`config.mk`:
```
export PLATFORM = sky130hd
export DESIGN_NAME = config_loader_flat
export DESIGN_NICKNAME = d
export VERILOG_FILES = /design/src/rtl/config_loader_pkg.sv /design/src/rtl/config_loader_if.sv /design/src/rtl/cfg_hdr_decode.sv /design/src/rtl/config_loader.sv /design/src/flat_wrapper.sv
export SDC_FILE = /design/constraint.sdc
export NUM_CORES = 1
export LEC_CHECK = 0
export ABC_AREA = 1
export CAP_MARGIN = 20
export CORE_AREA = 2 2 407 409
export CTS_CLUSTER_SIZE = 8
export DETAILED_ROUTE_END_ITERATION = 8
export DIE_AREA = 0 0 409 411
export PLACE_DENSITY_LB_ADDON = 0.1
export SLEW_MARGIN = 5
export SYNTH_ARGS = -nofsm -noshare
export SYNTH_HDL_FRONTEND = slang
export SYNTH_SLANG_ARGS = --single-unit
```
`constraint.sdc`:
```
create_clock -name clk -period 2.2 [get_ports clk]
set_input_delay 0.22 -clock clk [delete_from_list [all_inputs] [get_ports clk]]
set_output_delay 0.22 -clock clk [all_outputs]
set_load 0.02 [all_outputs]
```
`src/rtl/config_loader_pkg.sv`:
```
// config_loader_pkg: shared sizes, header field layout, bank encodings and FSM states for the config loader
package config_loader_pkg;
    localparam int phit_size    = 512;
    localparam int dwidth_RFadd = 5;
    localparam int depth_RF     = 32;
    localparam logic [1:0] sel_ctrl = 2'b01;
    localparam logic [1:0] sel_imm  = 2'b10;
    localparam int addr_lsb = 8;
    localparam int cnt_lsb  = 32;
    localparam int cnt_w    = 16;
    localparam int hdr_w    = cnt_lsb + cnt_w;
    typedef enum logic [2:0] {IDLE, HDR_CHK, DATA, DRAIN, DONE} state_t;
endpackage

```
`src/rtl/config_loader_if.sv`:
```
// config_loader_if: AXI-Stream beat channel from the host into the config loader
interface config_loader_if import config_loader_pkg::*; #(
    parameter int DATA_W = phit_size
);
    logic [DATA_W-1:0] tdata;
    logic              tvalid;
    logic              tlast;
    logic              tready;
    modport master (output tdata, tvalid, tlast, input tready);
    modport slave  (input tdata, tvalid, tlast, output tready);
endinterface

```
`src/rtl/cfg_hdr_decode.sv`:
```
// cfg_hdr_decode: splits a header beat into bank select, start address and count, and checks it stays in bounds
module cfg_hdr_decode import config_loader_pkg::*; #(
    parameter int ADDR_W = dwidth_RFadd,
    parameter int DEPTH  = depth_RF
) (
    input  logic [hdr_w-1:0]  hdr,
    output logic [1:0]        sel,
    output logic [ADDR_W-1:0] start,
    output logic [cnt_w-1:0]  count,
    output logic              hdr_ok
);
    localparam int SUM_W = ADDR_W + 17;
    logic [hdr_w-1:0] unused_hdr;
    logic [SUM_W-1:0] fin;
    assign unused_hdr = hdr;
    assign sel    = hdr[1:0];
    assign start  = hdr[addr_lsb +: ADDR_W];
    assign count  = hdr[cnt_lsb +: cnt_w];
    assign fin    = SUM_W'(start) + SUM_W'(count);
    assign hdr_ok = (sel == sel_ctrl || sel == sel_imm) && count != '0 && fin <= SUM_W'(DEPTH);
endmodule

```
`src/rtl/config_loader.sv`:
```
// config_loader: turns host AXI-Stream config packets into bounded, registered table write bursts
module config_loader import config_loader_pkg::*; #(
    parameter int DATA_W = phit_size,
    parameter int ADDR_W = dwidth_RFadd,
    parameter int DEPTH  = depth_RF
) (
    input  logic              clk,
    input  logic              rst_n,
    config_loader_if.slave    s_axis,
    output logic [1:0]        wr_en,
    output logic [ADDR_W-1:0] wr_add,
    output logic [DATA_W-1:0] wr_data,
    output logic              busy,
    output logic              done,
    output logic              err,
    input  logic              err_clr
);
    state_t            state;
    logic              rdy;
    logic              acc;
    logic              hdr_ok;
    logic [hdr_w-1:0]  hdr;
    logic [1:0]        sel, sel_q;
    logic [ADDR_W-1:0] start, addr;
    logic [cnt_w-1:0]  count, rem;

    cfg_hdr_decode #(.ADDR_W(ADDR_W), .DEPTH(DEPTH)) u_dec (.hdr, .sel, .start, .count, .hdr_ok);

    assign acc           = s_axis.tvalid && rdy;
    assign s_axis.tready = rdy;
    assign busy          = state != IDLE;

    // rdy is the registered ready of the next state: only HDR_CHK and DONE refuse beats
    always_ff @(posedge clk or negedge rst_n) begin
        if (!rst_n) begin
            state   <= IDLE;
            rdy     <= 1'b0;
            hdr     <= '0;
            sel_q   <= '0;
            addr    <= '0;
            rem     <= '0;
            wr_en   <= '0;
            wr_add  <= '0;
            wr_data <= '0;
            done    <= 1'b0;
            err     <= 1'b0;
        end else begin
            rdy   <= 1'b1;
            wr_en <= '0;
            done  <= 1'b0;
            if (err_clr) err <= 1'b0;
            case (state)
                IDLE: if (acc) begin
                    hdr <= s_axis.tdata[hdr_w-1:0];
                    if (s_axis.tlast) err <= 1'b1;
                    else begin
                        state <= HDR_CHK;
                        rdy   <= 1'b0;
                    end
                end
                HDR_CHK: begin
                    addr  <= start;
                    rem   <= count;
                    sel_q <= sel;
                    state <= hdr_ok ? DATA : DRAIN;
                    if (!hdr_ok) err <= 1'b1;
                end
                DATA: if (acc) begin
                    wr_en   <= sel_q;
                    wr_add  <= addr;
                    wr_data <= s_axis.tdata;
                    addr    <= addr + 1'b1;
                    rem     <= rem - 1'b1;
                    if (rem == cnt_w'(1)) begin
                        state <= s_axis.tlast ? DONE : DRAIN;
                        rdy   <= !s_axis.tlast;
                        done  <= s_axis.tlast;
                        if (!s_axis.tlast) err <= 1'b1;
                    end else if (s_axis.tlast) begin
                        state <= IDLE;
                        err   <= 1'b1;
                    end
                end
                DRAIN: if (acc && s_axis.tlast) state <= IDLE;
                DONE: state <= IDLE;
                default: state <= IDLE;
            endcase
        end
    end
endmodule

```
`src/flat_wrapper.sv`:
```
// flat-port wrapper written by rule: the top's interface ports become plain ports
module config_loader_flat import config_loader_pkg::*;
#(
    parameter int DATA_W = phit_size,
    parameter int ADDR_W = dwidth_RFadd,
    parameter int DEPTH  = depth_RF
)
  (clk, rst_n, wr_en, wr_add, wr_data, busy, done, err, err_clr, s_axis_tdata, s_axis_tvalid, s_axis_tlast, s_axis_tready);
  config_loader_if #(.DATA_W(DATA_W)) s_axis_i ();
  input  logic clk;
  input  logic rst_n;
  output logic [1:0] wr_en;
  output logic [ADDR_W-1:0] wr_add;
  output logic [DATA_W-1:0] wr_data;
  output logic busy;
  output logic done;
  output logic err;
  input  logic err_clr;
  input wire logic [$bits(s_axis_i.tdata)-1:0] s_axis_tdata;
  input wire logic [$bits(s_axis_i.tvalid)-1:0] s_axis_tvalid;
  input wire logic [$bits(s_axis_i.tlast)-1:0] s_axis_tlast;
  output wire logic [$bits(s_axis_i.tready)-1:0] s_axis_tready;
  assign s_axis_i.tdata = s_axis_tdata;
  assign s_axis_i.tvalid = s_axis_tvalid;
  assign s_axis_i.tlast = s_axis_tlast;
  assign s_axis_tready = s_axis_i.tready;
  config_loader #(.DATA_W(DATA_W), .ADDR_W(ADDR_W), .DEPTH(DEPTH)) u_core (.clk(clk), .rst_n(rst_n), .s_axis(s_axis_i), .wr_en(wr_en), .wr_add(wr_add), .wr_data(wr_data), .busy(busy), .done(done), .err(err), .err_clr(err_clr));
endmodule
```
======== Word level (Yosys, flattened, before mapping) ========
Index checks and enable logic that the tools add are counted.
storage, ports and cells
  register bits after elaboration ......... 596
  latch bits .............................. 0
  RAM bits ................................ 0
  ROM bits ................................ 0
  input bits .............................. 517
  output and inout bits ................... 523
  logic and storage cells ................. 71
  memories ................................ 0
operators by class
  add/sub/neg operators ................... 3
  multiply operators ...................... 0
  divide/modulo/power cells ............... 0
  order comparisons ....................... 1
  equal/unequal tests ..................... 11
  shifts and indexed selects .............. 0
  muxes and demuxes ....................... 31
  bitwise gates (word level) .............. 0
  reduce and logical (&&, ||, !) cells .... 14
operators with widths
  cell                     number
  $pmux W16 S2             1
  $le A22 B6 Y1 const B    1
  $mux W3                  7
  $add A5 B16 Y17          1
  $eq A16 B1 Y1 const B    1
  $mux W16                 1
  $reduce_bool A16 Y1      1
  $sub A16 B1 Y16 const B  1
  $mux W1                  15
  $pmux W3 S4              1
  $pmux W5 S2              1
  $eq A3 B2 Y1 const B     2
  $ne A2 B1 Y1 const B     3
  $reduce_and A2 Y1        3
  $add A5 B1 Y5 const B    1
  $mux W5                  1
  $reduce_and A5 Y1        1
  $logic_and A1 B1 Y1      4
  $mux W2                  2
  $eq A3 B1 Y1 const B     1
  $logic_not A3 Y1         1
  $ne A3 B2 Y1 const B     1
  $pmux W1 S3              1
  $reduce_bool A3 Y1       1
  7 further kinds          7

======== Logic depth before layout (Yosys ltp) ========
Gate-level depths: netlist of the first run.
  depth after elaboration ................. 6
  depth in mapped cells ................... 17
  gate-level depth less buffers ........... 17

======== Modules after synthesis ========
From an unflattened synthesis of the first run, not the netlist that was laid out.
unflattened totals
  cell total of the unflattened synthesis .. 2782
  area, all modules ....................... 24105.6 um^2
by module, submodules not included
  module          times used  cells each  area an instance (um^2)  seq. area each (um^2)
  config_loader   1           2621        23239.8                  14914.3
  cfg_hdr_decode  1           161         865.8                    0.0

======== Least setup slack after synthesis of the first run ========
Ideal clock, no wire load.
  kind .................................... register -> register
  start ................................... register u_core.hdr[32]
  end ..................................... register u_core.state[0]
  library setup time ...................... 0.125 ns
  data arrival time ....................... 2.014 ns
  data required time ...................... 2.075 ns
  path slack .............................. 0.061 ns
  cell stages (with the launch flop) ...... 16
  period minus slack after synthesis ...... 2.139 ns
  cells stage by stage .................... dfrtp_1 -> ha_1 -> fa_1 -> or2_2 -> nor2_1 -> nand2_1 -> nor2_1 -> nand2_1 -> nand2_1 -> nand2_1 -> nor2_1 -> nand4_1 -> nand2_1 -> nand2_1 -> nand2_1 -> nand2_1
between the ends
  word-level cells in the longest chain between the ends .. 5
RTL lines
  what                                                    line                                        text
  start: declaration                                      config_loader.sv:22                         logic [hdr_w-1:0] hdr;
  start signal: assignment                                config_loader.sv:54                         hdr <= s_axis.tdata[hdr_w-1:0];
  $add A5 B16 Y17 or $reduce_bool A16 Y1 (tied branches)  cfg_hdr_decode.sv:19, cfg_hdr_decode.sv:20
  $le A22 B6 Y1 or $logic_and A1 B1 Y1 (tied branches)    cfg_hdr_decode.sv:20                        assign hdr_ok = (sel == sel_ctrl || sel == sel_imm) && count != '0 && fin <= SUM_W'(DEPTH);
  $logic_and A1 B1 Y1 (*)                                 cfg_hdr_decode.sv:20
  $mux W1 (*)                                             config_loader.sv:65                         state <= hdr_ok ? DATA : DRAIN;
  $pmux W3 S4 (*)                                         config_loader.sv:52                         case (state)
  end signal: assignment                                  config_loader.sv:65
  end signal: assignment                                  config_loader.sv:75                         state <= s_axis.tlast ? DONE : DRAIN;
  end: declaration                                        config_loader.sv:18                         state_t state;
Mark *: on every way between the ends. The rest lies on a longest branch, timed or not.
A chain may end at the register's enable or synchronous reset.

======== Worst setup path in the final report of the first run ========
  start ................................... register u_core.hdr[8]
  end ..................................... register u_core.state[0]
between the ends
  word-level cells in the longest chain between the ends .. 5
RTL lines
  what                 line                  text
  $add A5 B16 Y17      cfg_hdr_decode.sv:19  assign fin = SUM_W'(start) + SUM_W'(count);
  $le A22 B6 Y1        cfg_hdr_decode.sv:20
  $logic_and A1 B1 Y1  cfg_hdr_decode.sv:20
  $mux W1              config_loader.sv:65
  $pmux W3 S4          config_loader.sv:52
No other way between the ends.

==> metrics.md, run 1 <==
| Metric | Value |
|---|---|
| Outcome | complete, but fails checks |
| Failing checks | negative setup slack |
| Clock Tree Buf Depth | 3 |
| Overall power | about 57000 uW |
| Starting Density | between 10% and 20% |
| Vias in the first global route | between 20000 and 25000 |
| Fin. max-slew vios | 0 |
| First-pass GRT wire length | 172 mm |
| Commonest non-fill, non-tap cell in the layout | nand2_1 |
| Antenna violations before repair | 38 |
| Register bit total from synthesis | between 500 and 600 |
| Synth top area share | 63.1% |
| Int Power | between 30000 and 40000 uW |
| Worst Clk Skew | just over 0.02 ns |
| Worst Hold Class | input port to register |
| RePlAce Congestion | about 0.80 |
| Leak | 0.0187 uW |
| EDFF count, synth | 0 |
| Distinct cells, synth | 33 |
| Max frequency | 441 MHz |
| Num Clock Sinks | ~570 |
| Final period utilization | 103% |
| Reg-to-reg endpoint | u_core.state[0] |
| HP Start | s_axis_tdata[343] |
| Clock power frac | between 20% and 30% |
| DPL Wire Length | 95.3 mm |
| Final worst-path setup slack | -0.0684 ns |
| Clk Tree Root Cell | clkbuf_16 |
| Post-Route WL | 122 mm |
| Core region area | about 160000 um^2 |
| WP data arrival | about 2.8 ns |
| Synth Warn # | 0 |
| Port-buffer cells | slightly above 1000 |
| CTS buffer count | a little under 90 |
| Mapped Area | approximately 23000 um^2 |
| WL per Instance | slightly above 20 um |
| IO Pins | approximately 1000 |
| Largest cells by area after synthesis | dfrtp_1, nand2_1, buf_2 |
| Worst hold path endpoint | u_core.wr_data[343] |
| Final core occ | between 20% and 30% |
| Avg Cell Area, Syn | approximately 8.6 um^2 |
| Cell area power density | roughly 1400 nW/um^2 |
| Worst skew pair latency | 0.68 ns |
| WS Path Type | register to register |
| Maxcap violations | 0 |
| Clock-pin slew on the worst setup and hold paths | around 0.050 ns |
| Overall routing resource usage | between 10% and 20% |
| Pre-CTS setup slack | -0.224 ns |
| Asr flop ratio synth | 100% |
| ANT nets after route | 0 |
| Reg2Reg Setup Slack | -0.07 ns |
| CP Max Fanout | 2 |
| Comb pwr share | roughly 46% |
| Relative slew slack | around three fifths |
| Die height | roughly 400 um |
| Avg Vias per Cell | 3.54 |
| FF-to-FF Start | u_core.hdr[8] |
| Seq pwr share | 31.6% |
| Sw Pwr | ~23000 uW |
| Kind of end point of the critical path | register |
| Post-route DRC | 0 |
| Drt pass-1 iters | 5 |
| Syn-to-layout area delta | 75.4% |
| H-tree lvl count | 3 |
| Cells after synthesis | about 2600 |
| Fill count | around 18000 |
| Largest net degree at the start of global routing | 75 |
| Setup TNS | -0.0684 ns |
| Top cell type by total area after synthesis | dfrtp_1 |
| Most frequent cells in the layout | nand2_1, clkdlybuf4s50_1, dfrtp_1, clkbuf_16, inv_1 |
| Synthesized Nets | approximately 3200 |
| Vias | around 21000 |
| Maximum vdd drop | approximately 0.6 mV |
| Dominant synthesized flop cell | dfrtp_1 |
| Die outline width | 409 um |
| Gr ovfl total | 0 |
| Final nets | 4346 |
| Final hold violations | 0 |
| Final setup vio count | 1 |
| Min Tclk post-route | 2.27 ns |
| TritonCTS clock tree | done |
| RSZ-0062 raised after global routing | yes |
| Share of cells above drive strength 1 | 6.12% |
| Worst r2r path cells | 15 |
| Sw Ratio | between 40% and 50% |
| Site Rows | ~150 |
| WP data required | 2.74 ns |
| Startpoint Class | register |
| Post-synthesis sequential area ratio | 63.1% |
| Hold Path Cell Cnt | 3 |
| DR iter-0 viols | about 1100 |
| Pin slew with the least headroom to its limit | 0.596 ns |
| Die area | 168000 um^2 |
stage by stage:
step	hold slack, ns	cell area [um^2]	std cells
3_5_place_dp	0.178	36500	5849
6_report	0.0883	39700	6051
2_1_floorplan	-0.0756	22700	2634
4_1_cts	0.00000727	39700	6043
3_3_place_gp	0.180	36500	5849
5_1_grt	0.0371	39700	6048
how the worst max path moves through the flow:
stage	slack [ns]	end	startpoint
after floorplan	0.06	u_core.state[0]	u_core.hdr[32]
after global placement	-0.27	u_core.state[0]	u_core.hdr[32]
after detailed placement	-0.22	u_core.state[0]	u_core.hdr[32]
after CTS	-0.14	u_core.state[0]	u_core.hdr[8]
after global routing	-0.32	u_core.state[0]	u_core.hdr[8]
final	-0.07	u_core.state[0]	u_core.hdr[8]
power by group through the flow:
stage	Combinational [uW]	Clock (uW)	Sequential, uW
after global placement	26800	0	18200
after detailed placement	26700	0	18300
after global routing	28500	14000	18800
after CTS	26900	13600	18200
final	26300	12900	18100
after floorplan	6350	0	23200
synthesized netlist by cell type, drive strengths merged (2+ instances only):
cell type,instances
a21oi,17
a22oi,2
buf,103
clkbuf,22
dfrtp,571
ha,8
inv,87
nand2,1620
nand3,29
nand4,7
nor2,41
nor3,11
o2111ai,2
o211ai,8
o21ai,87
o22ai,3
or2,3
xor2,6
final cells by class:
type	count	area [um^2]	area share, %
antenna	7	17.5	0.0441
clock buffer	113	2320	5.85
clock inverter	11	180	0.453
inverter	87	334	0.841
multi-input combinational	1851	7420	18.7
sequential	571	14300	36.0
tap	2189	2740	6.89
timing repair buffer	1222	12400	31.3
critical path: stages (launching register included):
cell	delay, ns
dfrtp_1	0.38
ha_2	0.20
fa_1	0.44
or2_4	0.25
nor2_4	0.07
nand2_1	0.05
nor2_1	0.09
nand2_1	0.07
nand2_1	0.06
nand2_1	0.05
nor2_1	0.08
nand4_1	0.15
nand2_2	0.11
nand2_1	0.05
nand2_1	0.05
nand2_1	0.04
layer usage:
metal	global-route usage [%]	part of all wire, %	vias up
li1	-	-	10400
met1	16.7	40	10000
met2	23.0	47	760
met3	5.57	9.0	204
met4	5.49	3.5	50
met5	0	0.25	-
sequential cells by signal, indices dropped and copies added, names as in the netlist:
name,count
u_core.hdr,23
u_core.done,1
u_core.wr_en,2
u_core.addr,5
u_core.state,3
u_core.rem,16
u_core.s_axis.tready,1
u_core.err,1
u_core.sel_q,2
u_core.wr_data,512
u_core.wr_add,5
what timing repair did:
| action | CTS | global route |
|---|---|---|
| resized for setup | 9 | 6 |
| buffers inserted | 1 | 1 |
| hold buffers | 69 | 0 |
| pin swaps | 7 | 5 |
| hold endpoints to repair | 439 | 0 |
| endpoints found under the setup margin | 8 | 5 |
cells by family (layout without fill, tap and decap cells):
kind of cell / Yosys count / count (layout) / synth area share [%]
other: 0 / 7 / 0
buffers and inverters: 212 / 1433 / 4.29
xor gates and xnor gates: 7 / 7 / 0.271
AOI/OAI and AO/OA: 123 / 123 / 2.92
adders and majority gates: 9 / 9 / 0.530
and+or+nand+nor: 1712 / 1712 / 28.9
DFF: 571 / 571 / 63.1
Power figures use the tool's default switching activity.
==> run 2: changes to the inputs <==
CORE_AREA = 5 5 398 400   (was 2 2 407 409)
DIE_AREA = 0 0 403 405   (was 0 0 409 411)
==> metrics.md, run 2 (same netlist as run 1, synthesis figures left out) <==
| Metric | Value |
|---|---|
| Final period utilization | 99.9% (-3.2 points) |
| Leak | 0.0183 uW (-2.2%) |
| Clock-pin slew on the worst setup and hold paths | 0.06 ns (about the same) |
| CP max-delay cell | fa_2 |
| Post-Route WL | 125 mm (+2.7%) |
| Clock Tree Buf Depth | 3 (unchanged) |
| ANT nets after route | 0 (unchanged) |
| Final hold violations | 0 (unchanged) |
| Site Rows | 145 (-2.7%) |
| First-pass GRT wire length | 173 mm (+0.70%) |
| Fill count | 17000 (-5.2%) |
| Die outline width | 403 um (-1.5%) |
| WP data arrival | 2.75 ns (-0.06 ns) |
| CP Max Fanout | 2 (unchanged) |
| Worst path max stage delay | 0.40 ns (-0.04 ns) |
| Antenna violations before repair | 45 (+18%) |
| H-tree lvl count | 3 (unchanged) |
| Post-route cell area | 38700 um^2 (-2.7%) |
| Syn-to-layout area delta | 70.8% |
| Outcome | completed |
| Worst Clk Skew | 0.0315 ns (+0.0114 ns) |
| Final setup vio count | 0 (-1) |
| Pin slew with the least headroom to its limit | 0.627 ns (+0.0315 ns) |
| RSZ-0062 raised after global routing | yes |
| Biggest regs | u_core.wr_data x512, u_core.hdr x23, u_core.rem x16 |
| Maximum vdd drop | 0.547 mV (-6.4%) |
| Worst skew pair latency | 0.66 ns (-0.02 ns) |
| Die area | 163000 um^2 (-2.9%) |
| Commonest non-fill, non-tap cell in the layout | nand2_1 |
| Cell area power density | 1460 nW/um^2 (+1.2%) |
| Vias | 21200 (-1.1%) |
| Final nets | 4274 (-1.7%) |
| TritonCTS clock tree | done |
| IO Pins | 1040 (unchanged) |
| Worst path cell trace | ha_2, fa_2, or2_4, nor2_2, nand2_1, nor2_1, nand2_1, nand2_1, nand2_1, nor2_1, nand4_1, nand2_2, nand2_1, nand2_1, nand2_1 |
| Fin. max-slew vios | 0 (unchanged) |
| DR iter-0 viols | 1017 (-6.8%) |
| Die height | 405 um (-1.5%) |
| DPL Wire Length | 99.0 mm (+3.9%) |
| Startpoint Class | register |
| Port-buffer cells | 1039 (unchanged) |
| Most frequent cells in the layout | nand2_1, clkdlybuf4s50_1, dfrtp_1, inv_1, clkbuf_16 |
| Avg Vias per Cell | 3.63 (+2.4%) |
| Vias in the first global route | 22000 (-1.6%) |
| Relative slew slack | 58.2% (-2.3 points) |
| Post-route DRC | 0 (unchanged) |
| Kind of end point of the critical path | register |
| Setup TNS | 0 ns (+0.0684 ns) |
| Largest Register | u_core.wr_data |
| Largest net degree at the start of global routing | 102 (+36%) |
| Dpl cell area | 36200 um^2 (-0.83%) |
| Num Clock Sinks | 571 (unchanged) |
| Max FFs per register | 512 (unchanged) |
| Max frequency | 455 MHz (+3.2%) |
| WL per Instance | 21.5 um (+6.3%) |
| CTS buffer count | 83 (-4.6%) |
| Clk Tree Root Cell | clkbuf_16 |
| Overall routing resource usage | 14.7% (+0.57 points) |
| WS Path Type | register to register |
| CP most frequent cell | nand2_1 |
| Drt pass-1 iters | 5 (unchanged) |
| Gr ovfl total | 0 (unchanged) |
| Core region area | 155000 um^2 (-5.5%) |
| Min Tclk post-route | 2.20 ns (-0.0703 ns) |
| Starting Density | 14.6% (+0.80 points) |
| Worst Hold Class | input port to register |
| Share of cells above drive strength 1 | 5.68% (-0.45 points) |
| WP data required | 2.75 ns (about the same) |
| RePlAce Congestion | 0.797 (+0.13%) |
| Maxcap violations | 0 (unchanged) |
## run 2: changes by cell type in the layout (fill, tap and decap cells not counted), moves of 3 or more
cell	before	now
clkbuf_8	5	2
clkbuf_1	21	14
clkinv_8	0	3
clkbuf_16	87	84
diode_2	7	14
buf_4	75	65
dlygate4sd3_1	69	14
buf_12	39	35
## run 2: metal layers
layer  vias up  global-route usage, %  wire length [um]  part of all wire (%)
li1      10300                      -                 -                     -
met1     10000                   16.9             49800                    40
met2       714                   25.2             61600                    49
met3       152                   5.68             10400                   8.3
met4        36                   4.80              3350                   2.7
met5         -                      0               233                  0.19
## run 2: worst paths after layout
kind	start	end	slack (ns)	depth (start not counted)
min in group asynchronous	rst_n	u_core.wr_data[130]	0.61	3
min	s_axis_tdata[410]	u_core.wr_data[410]	0.08	3
max in group asynchronous	rst_n	u_core.wr_data[119]	0.38	4
min reg2reg	u_core.wr_data[287]	u_core.wr_data[287]	0.47	2
max reg2reg	u_core.hdr[32]	u_core.state[0]	0.002	15
max	u_core.hdr[32]	u_core.state[0]	0.002	15
## run 2: what timing repair did
action,in CTS,in global routing
hold endpoints to repair,389,0
setup buffers,1,0
setup endpoints to repair,7,3
pin swaps,8,5
hold buffers,14,0
resized for setup,9,4
## run 2: final cells by class
cell class                 instances  area (um^2)  area share, %
antenna                           14         35.0         0.0906
clock buffer                     100         2180           5.64
clock inverter                     7          113          0.291
inverter                          87          334          0.864
multi-input combinational       1851         7410           19.2
sequential                       571        14300           36.9
tap                             2058         2570           6.66
timing repair buffer            1154        11700           30.3
## run 2: report_power, final
group	switching (uW)	leakage [uW]	total (uW)	internal (uW)
combinational	15100	0.0100	26300	11200
sequential	2870	0.00717	18100	15300
clock	5080	0.00112	12000	6920
## run 2: stage by stage
| step | setup slack, ns | utilization (%) | power, uW | cells | hold WS (ns) |
|---|---|---|---|---|---|
| final | 0.00191 | 25.0 | 56400 | 5842 | 0.0835 |
| after CTS | -0.100 | 24.9 | 57900 | 5828 | 0.000114 |
| after global routing | -0.177 | 24.9 | 60200 | 5832 | 0.0360 |
| after detailed placement | -0.222 | 23.4 | 45300 | 5706 | 0.159 |
| after global placement | -0.233 | 23.4 | 45400 | 5706 | 0.162 |
| after floorplan | 0.0610 | - | 29500 | 2634 | -0.0756 |
## run 2: critical path: cells and delay by family, from the launching register on
family / cells / cell delay, ns
and+or+nand+nor: 13 / 1.11
DFF: 1 / 0.38
adders and majority gates: 2 / 0.60
